`config.mk`:
```
export PLATFORM = sky130hd
export DESIGN_NAME = pixel_frame_writer
export DESIGN_NICKNAME = d
export VERILOG_FILES = /design/src/rtl/pixel_frame_writer.sv
export SDC_FILE = /design/constraint.sdc
export NUM_CORES = 1
export LEC_CHECK = 0
export ABC_CLOCK_PERIOD_IN_PS = 6350
export CAP_MARGIN = 15
export CORE_MARGIN = 3
export CORE_UTILIZATION = 45
export DETAILED_ROUTE_END_ITERATION = 10
export GPL_ROUTABILITY_DRIVEN = 0
export PLACE_DENSITY_LB_ADDON = 0.12
export SLEW_MARGIN = 20
export SYNTH_ARGS = -nofsm -noshare
export SYNTH_HDL_FRONTEND = slang
export SYNTH_SLANG_ARGS = --single-unit
export TNS_END_PERCENT = 10
```
`constraint.sdc`:
```
create_clock -name clk -period 6.35 [get_ports clk]
set_input_delay 0.9525 -clock clk [delete_from_list [all_inputs] [get_ports clk]]
set_output_delay 0.9525 -clock clk [all_outputs]
set_load 0.01 [all_outputs]
```
`src/rtl/pixel_frame_writer.sv`:
```
// rtl/pixel_frame_writer.sv - packet pixel writer into frame-buffer BRAM with audio byte FIFO
module pixel_frame_writer #(
  parameter int FB_DEPTH       = 76800,
  parameter int PIXELS_PER_PKT = 320,
  parameter int AUDIO_DEPTH    = 16
) (
  input  logic        clk,
  input  logic        rst,
  input  logic        pkt_axiiv,
  input  logic        addr_axiov,
  input  logic [23:0] addr,
  input  logic        pixel_axiov,
  input  logic [7:0]  pixel,
  input  logic        audio_axiov,
  input  logic [7:0]  audio,
  output logic        fb_we,
  output logic [16:0] fb_addr,
  output logic [7:0]  fb_din,
  output logic        aud_tvalid,
  output logic [7:0]  aud_tdata,
  input  logic        aud_tready,
  output logic        pkt_done,
  output logic        pkt_short,
  output logic [2:0]  err_flags
);

  localparam int AW = $clog2(AUDIO_DEPTH);
  localparam logic [23:0] FB_DEPTH_L = 24'(FB_DEPTH);
  localparam logic [16:0] FB_LAST    = 17'(FB_DEPTH - 1);
  localparam logic [8:0]  PPP        = 9'(PIXELS_PER_PKT);
  localparam logic [AW:0] AUD_FULL   = (AW + 1)'(AUDIO_DEPTH);

  typedef enum logic [1:0] {S_IDLE, S_WRITE, S_DROP} state_t;

  state_t      state_q, state_d;
  logic [16:0] wr_ptr_q, wr_ptr_d;
  logic [8:0]  count_q, count_d;
  logic        pkt_q;
  // Set while dropping a packet whose start address was out of range; such a
  // packet reports neither done nor short when it ends.
  logic        addr_drop_q, addr_drop_d;
  logic        fb_we_q, fb_we_d;
  logic [16:0] fb_addr_q, fb_addr_d;
  logic [7:0]  fb_din_q, fb_din_d;
  logic        pkt_done_q, pkt_done_d;
  logic        pkt_short_q, pkt_short_d;
  logic [2:0]  err_q, err_d;
  logic [8:0]  cnt_v;
  logic        pkt_end;

  logic [7:0]    aud_mem_q [AUDIO_DEPTH];
  logic [AW-1:0] aud_rd_q, aud_wr_q;
  logic [AW:0]   aud_fill_q;
  logic          aud_pop, aud_push, aud_full, aud_ovf;

  assign pkt_end  = pkt_q & ~pkt_axiiv;
  assign aud_full = (aud_fill_q == AUD_FULL);
  assign aud_pop  = (aud_fill_q != '0) & aud_tready;
  assign aud_push = audio_axiov & (~aud_full | aud_pop);
  assign aud_ovf  = audio_axiov & aud_full & ~aud_pop;

  // Next-state logic: pixel write first, then packet end / restart, then new address.
  always_comb begin
    state_d     = state_q;
    wr_ptr_d    = wr_ptr_q;
    count_d     = count_q;
    addr_drop_d = addr_drop_q;
    fb_we_d     = 1'b0;
    fb_addr_d   = fb_addr_q;
    fb_din_d    = fb_din_q;
    pkt_done_d  = 1'b0;
    pkt_short_d = 1'b0;
    err_d       = err_q;
    cnt_v       = count_q;

    if (aud_ovf) begin
      err_d[2] = 1'b1;
    end

    if (state_q == S_WRITE && pixel_axiov) begin
      fb_we_d   = 1'b1;
      fb_addr_d = wr_ptr_q;
      fb_din_d  = pixel;
      wr_ptr_d  = wr_ptr_q + 17'd1;
      cnt_v     = (count_q == PPP) ? count_q : count_q + 9'd1;
      count_d   = cnt_v;
      if (wr_ptr_q == FB_LAST) begin
        state_d  = S_DROP;
        err_d[1] = 1'b1;
      end
      if (cnt_v == PPP) begin
        state_d = S_DROP;
      end
    end

    if (state_q != S_IDLE && (pkt_end || addr_axiov)) begin
      if (!addr_drop_q) begin
        if (cnt_v == PPP) begin
          pkt_done_d = pkt_end;
        end else begin
          pkt_short_d = 1'b1;
        end
      end
      state_d     = S_IDLE;
      addr_drop_d = 1'b0;
    end

    if (addr_axiov) begin
      count_d = '0;
      if (addr < FB_DEPTH_L) begin
        wr_ptr_d    = addr[16:0];
        state_d     = S_WRITE;
        addr_drop_d = 1'b0;
      end else begin
        err_d[0]    = 1'b1;
        state_d     = S_DROP;
        addr_drop_d = 1'b1;
      end
    end
  end

  // Packet state and registered frame-buffer / status outputs.
  always_ff @(posedge clk) begin
    if (rst) begin
      state_q     <= S_IDLE;
      wr_ptr_q    <= '0;
      count_q     <= '0;
      pkt_q       <= 1'b0;
      addr_drop_q <= 1'b0;
      fb_we_q     <= 1'b0;
      fb_addr_q   <= '0;
      fb_din_q    <= '0;
      pkt_done_q  <= 1'b0;
      pkt_short_q <= 1'b0;
      err_q       <= '0;
    end else begin
      state_q     <= state_d;
      wr_ptr_q    <= wr_ptr_d;
      count_q     <= count_d;
      pkt_q       <= pkt_axiiv;
      addr_drop_q <= addr_drop_d;
      fb_we_q     <= fb_we_d;
      fb_addr_q   <= fb_addr_d;
      fb_din_q    <= fb_din_d;
      pkt_done_q  <= pkt_done_d;
      pkt_short_q <= pkt_short_d;
      err_q       <= err_d;
    end
  end

  // Audio FIFO storage; contents need no reset since the fill count gates validity.
  always_ff @(posedge clk) begin
    if (aud_push) begin
      aud_mem_q[aud_wr_q] <= audio;
    end
  end

  // Audio FIFO pointers and fill level.
  always_ff @(posedge clk) begin
    if (rst) begin
      aud_rd_q   <= '0;
      aud_wr_q   <= '0;
      aud_fill_q <= '0;
    end else begin
      if (aud_push) begin
        aud_wr_q <= aud_wr_q + AW'(1);
      end
      if (aud_pop) begin
        aud_rd_q <= aud_rd_q + AW'(1);
      end
      case ({aud_push, aud_pop})
        2'b10:   aud_fill_q <= aud_fill_q + (AW + 1)'(1);
        2'b01:   aud_fill_q <= aud_fill_q - (AW + 1)'(1);
        default: aud_fill_q <= aud_fill_q;
      endcase
    end
  end

  assign fb_we      = fb_we_q;
  assign fb_addr    = fb_addr_q;
  assign fb_din     = fb_din_q;
  assign pkt_done   = pkt_done_q;
  assign pkt_short  = pkt_short_q;
  assign err_flags  = err_q;
  assign aud_tvalid = (aud_fill_q != '0);
  assign aud_tdata  = aud_tvalid ? aud_mem_q[aud_rd_q] : 8'h00;

endmodule

```
==> After elaboration in Yosys (flattened, before gate mapping) <==
Memory sizes are Yosys's and may differ from the RTL's. A register that Yosys moved wholly into a read port is not among the register bits.
Cells that the tools add are included.
{ "op_classes": {"n_addsub": 6, "n_lt_le_gt_ge": 1, "eq_ne": 8, "mux": 22, "bitwise_logic": 12, "reduce_logical": 15} }
{ "ops": {"columns": ["operator", "count"], "rows": [
  ["$mux W17", 3],
  ["$eq A9 B9 Y1 const B", 3],
  ["$lt A24 B17 Y1 const B", 1],
  ["$mux W9", 2],
  ["$add A17 B1 Y17 const B", 1],
  ["$eq A17 B17 Y1 const B", 1],
  ["$mux W2", 6],
  ["$pmux W5 S2", 1],
  ["$add A9 B1 Y9 const B", 1],
  ["$add A4 B1 Y4 const B", 2],
  ["$mux W4", 2],
  ["$mux W8", 1],
  ["$mux W1", 7],
  ["$not A1 Y1", 6],
  ["$reduce_and A2 Y1", 3],
  ["$reduce_bool A2 Y1", 3],
  ["$add A5 B1 Y5 const B", 1],
  ["$and A1 B1 Y1", 5],
  ["$eq A5 B5 Y1 const B", 1],
  ["$reduce_bool A5 Y1", 1],
  ["$sub A5 B1 Y5 const B", 1],
  ["$eq A2 B1 Y1 const B", 2],
  ["$reduce_bool A4 Y1", 1],
  ["$reduce_or A4 Y1", 1],
  ["other kinds (7)", 8]
]} }
{ "word_totals": {"regBits": 74, "ramBits": 128, "input_bits": 47, "output_inout_bits": 40, "word_cells": 81, "n_memories": 1} }
{ "memory_table": {"columns": ["name", "words", "word_bits", "read_ports", "rd_ports_with_merged_regs", "wr", "line_no", "source"], "rows": [
  ["aud_mem_q", 16, 8, 1, 1, 1, "51", "logic [7:0] aud_mem_q [AUDIO_DEPTH];"]
]} }

==> Depth between registers and ports, before layout <==
Gate-level depths: netlist of run 1.
{ "logic_depth": {"depth_word": 7, "ltp_mapped": 12, "ltp_nobuf": 10} }

==> Worst setup path before layout of run 1 <==
OpenSTA, ideal clock, no wires.
{ "synth_timing": {"path_type": "register -> output", "start": "register with a tool-made name", "end": "output port aud_tdata[0]", "t_arrival_ps": 1973, "required_time_ps": 5398, "slack_ps": 3425, "path_stages_with_launch": 6, "cell_sequence": "dfxtp_1 -> clkbuf_1 -> buf_2 -> mux4_2 -> mux4_2 -> and2_1"} }
{ "synth_rtl": {"columns": ["item", "line_no", "source"], "rows": [
  ["end, declared", "20", "output logic [7:0] aud_tdata,"]
]} }

==> out/qor.yml, run 1 <==
timing:
  rsz0062_at_grt: "no"
  fin_skew_ns: 0.0104
  period_share_pct: 62.7
  period_minus_slack_ns: 3.98
  hold_viol: 0
  fmax_mhz: 251
  finalSetupTns_ns: 0
  tightestPinTransition_ns: 1.05
  setup_viol: 0
  whs_ns: 0.455
  final-max-slew-violation-count: 0
  max_slew_margin_pct: 29.8
synth:
  synth_area_leaders: "edfxtp_1 (44%), dfxtp_1 (18%), mux4_2 (10%), nand2_1 (3.1%), nor2_1 (2.6%)"
  synth_nets: 717
  synth_area_leader_cell: "edfxtp_1"
  ys_ff_latch: 206
  synth_common_cells: "edfxtp_1 (128), dfxtp_1 (78), nand2_1 (71), nor2_1 (61), mux4_2 (40)"
  synth_area_um2: 8670
  synth_warnings: 0
  synthCells: 658
  synth.most_common_cell: "edfxtp_1"
  avgSynthCellArea_um2: 13.2
  synthDistinctLibCells: 51
  synth_top_area_share_pct: 44.3
  synth_edf_count: 128
  synthArstFlopShare_pct: 0
  synth_flop_cell: "edfxtp_1"
  ys_seq_area_share_pct: 62.4
finish:
  final_util_pct: 55.3
  diodes: 0
  layout.cells.non_filler: 1014
  areaGrowthSynthToFinish_pct: 20.2
  drive_gt1_share_pct: 11.8
  finalNetCount: 797
pwr:
  pwr-share-seq_pct: 46.6
  power.share.combinational_pct: 17.5
  power.leakage_nw: 3.35
  ir_drop_mv: 0.132
  switching_power_w: 0.000804
  p_total_w: 0.00330
  power_density_nw_per_um2: 317
  power_frac_clock_pct: 35.9
  switching_share_pct: 24.4
  intPower_w: 0.00249
routing:
  num_vias: 5386
  drt.antenna.violating_nets: 0
  vias_per_cell: 5.31
  wl_per_cell_um: 18.3
  drtPass1Iterations: 6
  drc: 0
  wl_mm: 18.6
  drt-initial-drc-count: 401
clock_tree:
  h-tree-depth: 1
  cts-root-buf: "clkbuf_16"
  numCtsBuffers: 22
  cts_buffer_depth: 3
  clk_pin_slew_worst_paths_ns: 0.06
  cts_resized: 0
  clock_latency_ns: 0.49
  clock-sinks: 206
  ctsHoldBuffers: 0
  cts_setup_buffers: 0
  cts_tree: "yes"
die:
  die_w_um: 145
  io_pins: 87
  die_area_um2: 21000
  rows: 50
  die_h_um: 145
  core-area_um2: 18800
  initial_core_util_pct: 46.0
global_routing:
  grt_pass1_wl_mm: 30.0
  antenna_found_initial: 0
  grt.overflow.total: 0
  grt.total_usage_pct: 18.3
  grt_max_degree: 68
  grt_pass1_vias: 5633
flow_run:
  max_cap_viol_count: 0
placement:
  dp_hpwl_mm: 11.9
  io_buffers: 86
  dp.cells: 974
run_status:
  status: "complete, no violations"
worst_setup_path:
  cp_max_fo: 32
  endpoint_kind: "output port"
  worst_r2r_startpoint: "aud_fill_q[0]"
  cp-start-kind: "flip-flop"
  critPathRequiredTime_ns: 5.40
  cp.arrival_ns: 3.03
  worstSetupPathType: "flip-flop to output port"
hold_path:
  min_path_type: "flip-flop to flip-flop"
  hp-start: "fb_din[3]"
## path summary, 6_finish.rpt
path | endpoint | slack [ns] | cells past startpoint
max | aud_tdata[0] | 2.37 | 4
max reg2reg | aud_fill_q[4] | 2.96 | 10
min reg2reg | fb_din[3] | 0.45 | 2
min | fb_din[3] | 0.45 | 2
## power by group through the flow
| stage | Clock [W] | Combinational, W | Sequential, W |
|---|---|---|---|
| floorplan | 0 | 0.000423 | 0.00151 |
| global placement | 0 | 0.000569 | 0.00156 |
| detailed placement | 0 | 0.000588 | 0.00157 |
| CTS | 0.00122 | 0.000589 | 0.00154 |
| global route | 0.00128 | 0.000627 | 0.00155 |
| finish | 0.00118 | 0.000579 | 0.00154 |
## state kept, by name (all words and copies together) (netlist names), named ones only
| signal | flops |
|---|---|
| aud_rd_q | 4 |
| pkt_done | 1 |
| fb_we | 1 |
| fb_addr | 17 |
| count_q | 9 |
| aud_wr_q | 4 |
| aud_fill_q | 5 |
| addr_drop_q | 1 |
| state_q | 2 |
| wr_ptr_q | 17 |
| err_flags | 3 |
| pkt_short | 1 |
| aud_mem_q | 128 |
| pkt_q | 1 |
| fb_din | 8 |
## stage by stage
step | cell area, µm² | setup WS [ns]
finish | 10400 | 2.37
floorplan | 8670 | 3.42
global route | 10400 | 2.21
CTS | 10400 | 1.92
global placement | 9740 | 2.51
detailed placement | 9740 | 2.45
## per-layer routing
metal | GRT usage, % | vias up | share of wire [%]
li1 | - | 2586 | -
met1 | 24.8 | 2640 | 44
met2 | 30.7 | 146 | 49
met3 | 3.42 | 14 | 5.3
met4 | 4.32 | 0 | 1.0
met5 | 0 | - | 0
## placed cells by master (no fill, tap or decap), drive strengths merged, types with 14 or more instances in the layout
master | synthesis | routed
clkbuf | 21 | 33
a211oi | 19 | 19
and2 | 16 | 16
xnor2 | 20 | 20
mux4 | 40 | 40
xor2 | 14 | 14
inv | 24 | 24
dfxtp | 78 | 78
edfxtp | 128 | 128
a21oi | 36 | 36
nor2 | 61 | 61
nand2 | 71 | 71
clkdlybuf4s50 | 0 | 85
## cell type report
class | count | area, µm²
Multi-Input combinational cell | 390 | 3000
Clock inverter | 7 | 32.5
Sequential cell | 206 | 5410
Tap cell | 260 | 325
Timing Repair Buffer | 94 | 916
Inverter | 24 | 90.1
Clock buffer | 33 | 643
Fill cell | 1565 | 8410
## worst max-delay path, cell delays in order (launching register included)
cell,delay (ns)
dfxtp_4,0.76
mux4_2,0.59
mux4_2,0.48
and2_1,0.20
clkdlybuf4s50_1,0.48
## cell families (layout without fill, tap and decap cells)
logic type               Yosys count  in the layout  synth area share (%)
AO/OA/AOI/OAI                     86             86                  6.41
XOR/XNOR                          34             34                  3.44
adder cells (fa/ha/maj)           12             12                  1.82
buffers and inverters             62            158                  2.99
flip-flops                       206            206                  62.4
multiplexers                      44             44                  10.9
AND/OR/NAND/NOR                  214            214                  12.1
(Power assumes the default switching activity.)
==> run 2, diff against run 1 <==
--- a/config.mk
+++ b/config.mk
@@ -5,7 +5,7 @@
 export SDC_FILE = /design/constraint.sdc
 export NUM_CORES = 1
 export LEC_CHECK = 0
-export ABC_CLOCK_PERIOD_IN_PS = 6350
+export ABC_CLOCK_PERIOD_IN_PS = 4050
 export CAP_MARGIN = 15
 export CORE_MARGIN = 3
 export CORE_UTILIZATION = 45
==> constraint.sdc (replaced) <==
create_clock -name clk -period 4.05 [get_ports clk]
set_input_delay 0.6075 -clock clk [delete_from_list [all_inputs] [get_ports clk]]
set_output_delay 0.6075 -clock clk [all_outputs]
set_load 0.01 [all_outputs]
==> run 2 against run 1 <==
- utilization increased by 0.45 points
- largest cell class unchanged
- via count increased by 1.0%
- global-route usage decreased by 0.36 points
- largest power group unchanged
- worst hold slack got worse by 0.00078 ns
==> out/qor.yml, run 2 (synthesis gave the netlist of run 1 again) <==
pwr:
  pwr-share-seq_pct: 45.0  # was 46.6%
  ir_drop_mv: 0.274  # was 0.132 mV
  switching_share_pct: 24.3  # was 24.4%
  power_frac_clock_pct: 36.4  # was 35.9%
  power.leakage_nw: 3.42  # was 3.35 nW
  power.share.combinational_pct: 18.6  # was 17.5%
  switching_power_w: 0.00128  # was 0.000804 W
  power_density_nw_per_um2: 500  # was 317 nW/µm²
  intPower_w: 0.00397  # was 0.00249 W
routing:
  drt.antenna.violating_nets: 0  # unchanged
  vias_per_cell: 5.33  # was 5.31
  wl_mm: 18.4  # was 18.6 mm
  num_vias: 5441  # was 5386
  drc: 0  # unchanged
  drt-initial-drc-count: 362  # was 401
  wl_per_cell_um: 18.0  # was 18.3 µm
  drtPass1Iterations: 4  # was 6
clock_tree:
  clock-sinks: 206  # unchanged
  ctsHoldBuffers: 0  # unchanged
  cts_buffer_depth: 3  # unchanged
  h-tree-depth: 1  # unchanged
  cts_setup_buffers: 0  # unchanged
  clock_latency_ns: 0.49  # about the same
  clk_pin_slew_worst_paths_ns: 0.06  # about the same
  cts_resized: 0  # unchanged
  cts-root-buf: "clkbuf_16"  # unchanged
  cts_tree: "yes"  # unchanged
  numCtsBuffers: 22  # unchanged
die:
  initial_core_util_pct: 46.0  # unchanged
  die_h_um: 145  # unchanged
  io_pins: 87  # unchanged
  core-area_um2: 18800  # unchanged
  die_area_um2: 21000  # unchanged
  die_w_um: 145  # unchanged
  rows: 50  # unchanged
timing:
  setup_viol: 0  # unchanged
  fmax_mhz: 270
  max_slew_margin_pct: 51.0  # was 29.8%
  period_minus_slack_ns: 3.71
  period_share_pct: 91.5
  rsz0062_at_grt: "no"  # unchanged
  tightestPinTransition_ns: 0.728  # was 1.05 ns
  fin_skew_ns: 0.00695  # was 0.0104 ns
  hold_viol: 0  # unchanged
  finalSetupTns_ns: 0  # unchanged
  final-max-slew-violation-count: 0  # unchanged
hold_path:
  hold_depth: 2  # unchanged
  min_path_type: "flip-flop to flip-flop"  # unchanged
  hold-path-endpoint: "fb_addr[6]"  # was fb_din[3]
  hp-start: "fb_addr[6]"  # was fb_din[3]
global_routing:
  grt.total_usage_pct: 17.9  # was 18.3%
  grt_pass1_vias: 5541  # was 5633
  grt_pass1_wl_mm: 29.3  # was 30.0 mm
  grt_max_degree: 55  # was 68
  grt.overflow.total: 0  # unchanged
  antenna_found_initial: 0  # unchanged
worst_setup_path:
  critPathRequiredTime_ns: 3.44  # was 5.40 ns
  cp_max_fo: 20  # was 32
  timing.rr.end: "aud_fill_q[4]"  # unchanged
  worst_r2r_startpoint: "aud_fill_q[0]"  # unchanged
  cp.arrival_ns: 3.10  # was 3.03 ns
  cp-start-kind: "flip-flop"  # unchanged
  worstSetupPathType: "flip-flop to output port"  # unchanged
  endpoint_kind: "output port"  # unchanged
  worstRegToRegCells: 10  # unchanged
  regToRegSetupSlack_ns: 0.69  # was 2.96 ns
finish:
  diodes: 0  # unchanged
  largest_reg_flops: 128  # unchanged
  areaGrowthSynthToFinish_pct: 21.2  # was 20.2%
  final_cell_mix: "edfxtp_1 (128), clkdlybuf4s50_1 (85), dfxtp_1 (77)"  # unchanged
  finalNetCount: 803  # was 797
  largest_register: "aud_mem_q"  # unchanged
  fill_cells: 1530  # was 1565
  layout_commonest_cell: "edfxtp_1"  # unchanged
  drive_gt1_share_pct: 13.4  # was 11.8%
  final_util_pct: 55.8  # was 55.3%
placement:
  dp_hpwl_mm: 12.1  # was 11.9 mm
  io_buffers: 86  # unchanged
run_status:
  status: "complete, no violations"  # unchanged
flow_run:
  max_cap_viol_count: 0  # unchanged
[run 2: metal layers]
layer / up-vias / wire (µm) / track usage [%]
li1: 2602 / - / -
met1: 2678 / 8020 / 23.9
met2: 139 / 9140 / 30.3
met3: 22 / 920 / 3.38
met4: 0 / 278 / 4.71
met5: - / 0 / 0
[run 2: critical path, cell delays in order (launching register included)]
cell             delay (ns)
dfxtp_2                0.64
buf_12                 0.27
mux4_2                 0.53
mux4_2                 0.48
and2_1                 0.19
clkdlybuf4s50_1        0.48
[run 2: power by group through the flow]
stage	registers, W	clock network, W	logic, W
global placement	0.00241	0	0.000962
global route	0.00238	0.00205	0.00106
finish	0.00236	0.00191	0.000974
floorplan	0.00237	0	0.000663
CTS	0.00237	0.00196	0.000992
detailed placement	0.00241	0	0.000990
[run 2: area by class of cell]
class                      instances  area, µm²  area share [%]
tap                              260        325            3.10
clock buffer                      30        657            6.25
sequential                       206       5410            51.5
timing repair buffer             100        973            9.27
inverter                          24       90.1           0.858
clock inverter                    10       47.5           0.453
multi-input combinational        390       3000            28.6
[run 2: how the worst max path moves through the flow]
stage,cells past startpoint,end
after floorplan,12,aud_fill_q[4]
after global placement,5,aud_tdata[0]
after detailed placement,10,aud_fill_q[4]
after CTS,5,aud_tdata[0]
after global routing,5,aud_tdata[0]
final,5,aud_tdata[6]
[run 2: per-stage QoR]
step | area, µm² | hold WS, ns | setup slack (ns) | std cells | total power [W]
2_1_floorplan | 8670 | 0.432 | 1.31 | 658 | 0.00303
4_1_cts | 10500 | 0.445 | 0.286 | 1020 | 0.00532
3_3_place_gp | 9800 | 0.443 | 0.835 | 980 | 0.00337
5_1_grt | 10500 | 0.475 | 0.189 | 1020 | 0.00549
6_report | 10500 | 0.454 | 0.344 | 1020 | 0.00525
3_5_place_dp | 9800 | 0.448 | 0.717 | 980 | 0.00340
==> run 3, diff against run 2 <==
--- a/config.mk
+++ b/config.mk
@@ -8,7 +8,7 @@
 export ABC_CLOCK_PERIOD_IN_PS = 4050
 export CAP_MARGIN = 15
 export CORE_MARGIN = 3
-export CORE_UTILIZATION = 45
+export CORE_UTILIZATION = 55
 export DETAILED_ROUTE_END_ITERATION = 10
 export GPL_ROUTABILITY_DRIVEN = 0
 export PLACE_DENSITY_LB_ADDON = 0.12
==> run 3 against run 2 <==
- critical path depth unchanged
- combinational power up 5%
- design area down 1.0%
- non-clock buffer count down 1
- power about the same
- worst hold slack worse by 0.0017 ns
- count of clock-buffer cells in the layout down 2
- critical path type unchanged
==> out/qor.yml, run 3 (synthesis gave the netlist of run 1 again) <==
run_status:
  status: "complete, no violations"  # unchanged
clock_tree:
  clk_pin_slew_worst_paths_ns: 0.06  # about the same
  h-tree-depth: 1  # unchanged
  cts_resized: 0  # unchanged
  cts-root-buf: "clkbuf_16"  # unchanged
  numCtsBuffers: 21  # was 22
  cts_buffer_depth: 3  # unchanged
  cts_tree: "yes"  # unchanged
  cts_setup_buffers: 0  # unchanged
  ctsHoldBuffers: 0  # unchanged
  clock-sinks: 206  # unchanged
  clock_latency_ns: 0.49  # about the same
worst_setup_path:
  cp_max_fo: 32  # was 20
  worstRegToRegCells: 10  # unchanged
  cp-start-kind: "flip-flop"  # unchanged
  critPathMaxStageDelay_ns: 0.54  # was 0.64 ns
  crit_chain: "buf_12 -> mux4_2 -> mux4_2 -> and2_1 -> clkdlybuf4s50_1"  # unchanged
  worst_path_max_delay_cell: "mux4_2"  # was dfxtp_2
  worstSetupPathType: "flip-flop to output port"  # unchanged
  critPathRequiredTime_ns: 3.44  # about the same
  cp.arrival_ns: 2.83  # was 3.10 ns
  endpoint_kind: "output port"  # unchanged
  path_common_cell: "mux4_2"  # unchanged
routing:
  drt-initial-drc-count: 352  # was 362
  drtPass1Iterations: 5  # was 4
  drt.antenna.violating_nets: 0  # unchanged
  num_vias: 5518  # was 5441
  drc: 0  # unchanged
  wl_mm: 18.6  # was 18.4 mm
  vias_per_cell: 5.72  # was 5.33
  wl_per_cell_um: 19.3  # was 18.0 µm
finish:
  areaGrowthSynthToFinish_pct: 20.0  # was 21.2%
  final_area_um2: 10400  # was 10500 µm²
  final_cell_mix: "edfxtp_1 (128), clkdlybuf4s50_1 (85), dfxtp_1 (77)"  # unchanged
  layout_commonest_cell: "edfxtp_1"  # unchanged
  finalNetCount: 801  # was 803
  drive_gt1_share_pct: 12.1  # was 13.4%
  fill_cells: 1107  # was 1530
  diodes: 0  # unchanged
  largest_reg_flops: 128  # unchanged
  largest_register: "aud_mem_q"  # unchanged
hold_path:
  hold_depth: 2  # unchanged
  min_path_type: "flip-flop to flip-flop"  # unchanged
global_routing:
  use_met3_pct: 3.68  # was 3.38%
  grt.total_usage_pct: 21.6  # was 17.9%
  use_met1_pct: 28.1  # was 23.9%
  grt.busiest_layer: "met2"  # unchanged
  grt.overflow.total: 0  # unchanged
  grt_max_degree: 42  # was 55
  grt_pass1_vias: 5495  # was 5541
  grt_pass1_wl_mm: 30.0  # was 29.3 mm
  antenna_found_initial: 0  # unchanged
  global_route.usage.met2_pct: 37.5  # was 30.3%
timing:
  fin_skew_ns: 0.00759  # was 0.00695 ns
  final-max-slew-violation-count: 0  # unchanged
  setup_viol: 0  # unchanged
  tightestPinTransition_ns: 0.762  # was 0.728 ns
  max_slew_margin_pct: 49.2  # was 51.0%
  period_minus_slack_ns: 3.44  # was 3.71 ns
  hold_viol: 0  # unchanged
  rsz0062_at_grt: "no"  # unchanged
  period_share_pct: 84.8  # was 91.5%
  finalSetupTns_ns: 0  # unchanged
  fmax_mhz: 291  # was 270 MHz
pwr:
  pwr-share-seq_pct: 44.5  # was 45.0%
  intPower_w: 0.00399  # was 0.00397 W
  switching_share_pct: 23.9  # was 24.3%
  ir_drop_mv: 0.297  # was 0.274 mV
  switching_power_w: 0.00125  # was 0.00128 W
  power_frac_clock_pct: 36.1  # was 36.4%
  power.leakage_nw: 3.38  # was 3.42 nW
  power.share.combinational_pct: 19.4  # was 18.6%
  power_density_nw_per_um2: 505  # was 500 nW/µm²
die:
  core-area_um2: 15300  # was 18800 µm²
  die_w_um: 132  # was 145 µm
  initial_core_util_pct: 56.6  # was 46.0%
  die_area_um2: 17300  # was 21000 µm²
  rows: 45  # was 50
  io_pins: 87  # unchanged
  die_h_um: 132  # was 145 µm
flow_run:
  max_cap_viol_count: 0  # unchanged
placement:
  io_buffers: 86  # unchanged
  dpl_cell_area_um2: 9730  # was 9800 µm²
  dp_hpwl_mm: 12.2  # was 12.1 mm
-- run 3: cell type report --
class	instances	area, µm²	share of cell area (%)
timing repair buffer	99	966	9.29
clock inverter	7	106	1.02
inverter	24	90.1	0.866
multi-input combinational	390	3000	28.9
tap	211	264	2.54
clock buffer	28	562	5.40
sequential	206	5410	52.0
-- run 3: routing by layer --
| layer | wire length [µm] | vias up |
|---|---|---|
| li1 | - | 2587 |
| met1 | 7570 | 2717 |
| met2 | 9530 | 180 |
| met3 | 1070 | 34 |
| met4 | 446 | 0 |
| met5 | 0 | - |
-- run 3: power groups by stage --
stage / clock [W] / sequential (W) / combinational [W]
detailed placement: 0 / 0.00238 / 0.00102
floorplan: 0 / 0.00237 / 0.000663
global placement: 0 / 0.00237 / 0.00100
finish: 0.00189 / 0.00234 / 0.00102
CTS: 0.00193 / 0.00234 / 0.00103
global route: 0.00201 / 0.00234 / 0.00110
-- run 3: stage by stage --
stage	instances	hold slack [ns]	total power [W]	setup WS (ns)	utilization, %
2_1_floorplan	658	0.432	0.00303	1.31	-
3_3_place_gp	930	0.443	0.00338	1.09	63.5
3_5_place_dp	930	0.448	0.00340	0.909	63.5
4_1_cts	965	0.458	0.00530	0.568	67.9
5_1_grt	965	0.472	0.00545	0.503	67.9
6_report	965	0.452	0.00525	0.614	67.9
-- run 3: worst paths after layout --
check                                      to     startpoint  slack (ns)
worst max-delay path             aud_tdata[7]      flip-flop        0.61
worst min register to register     fb_addr[4]     fb_addr[4]        0.45
worst min-delay path               fb_addr[4]     fb_addr[4]        0.45
worst max register to register  aud_fill_q[4]  aud_fill_q[0]        0.82
-- run 3: worst max-delay path, delay by kind of cell, from the launching register on --
family	cells	cell delay (ns)
buffers and inverters	2	0.73
flip-flops	1	0.34
multiplexers	2	1.06
AND/OR/NAND/NOR	1	0.19
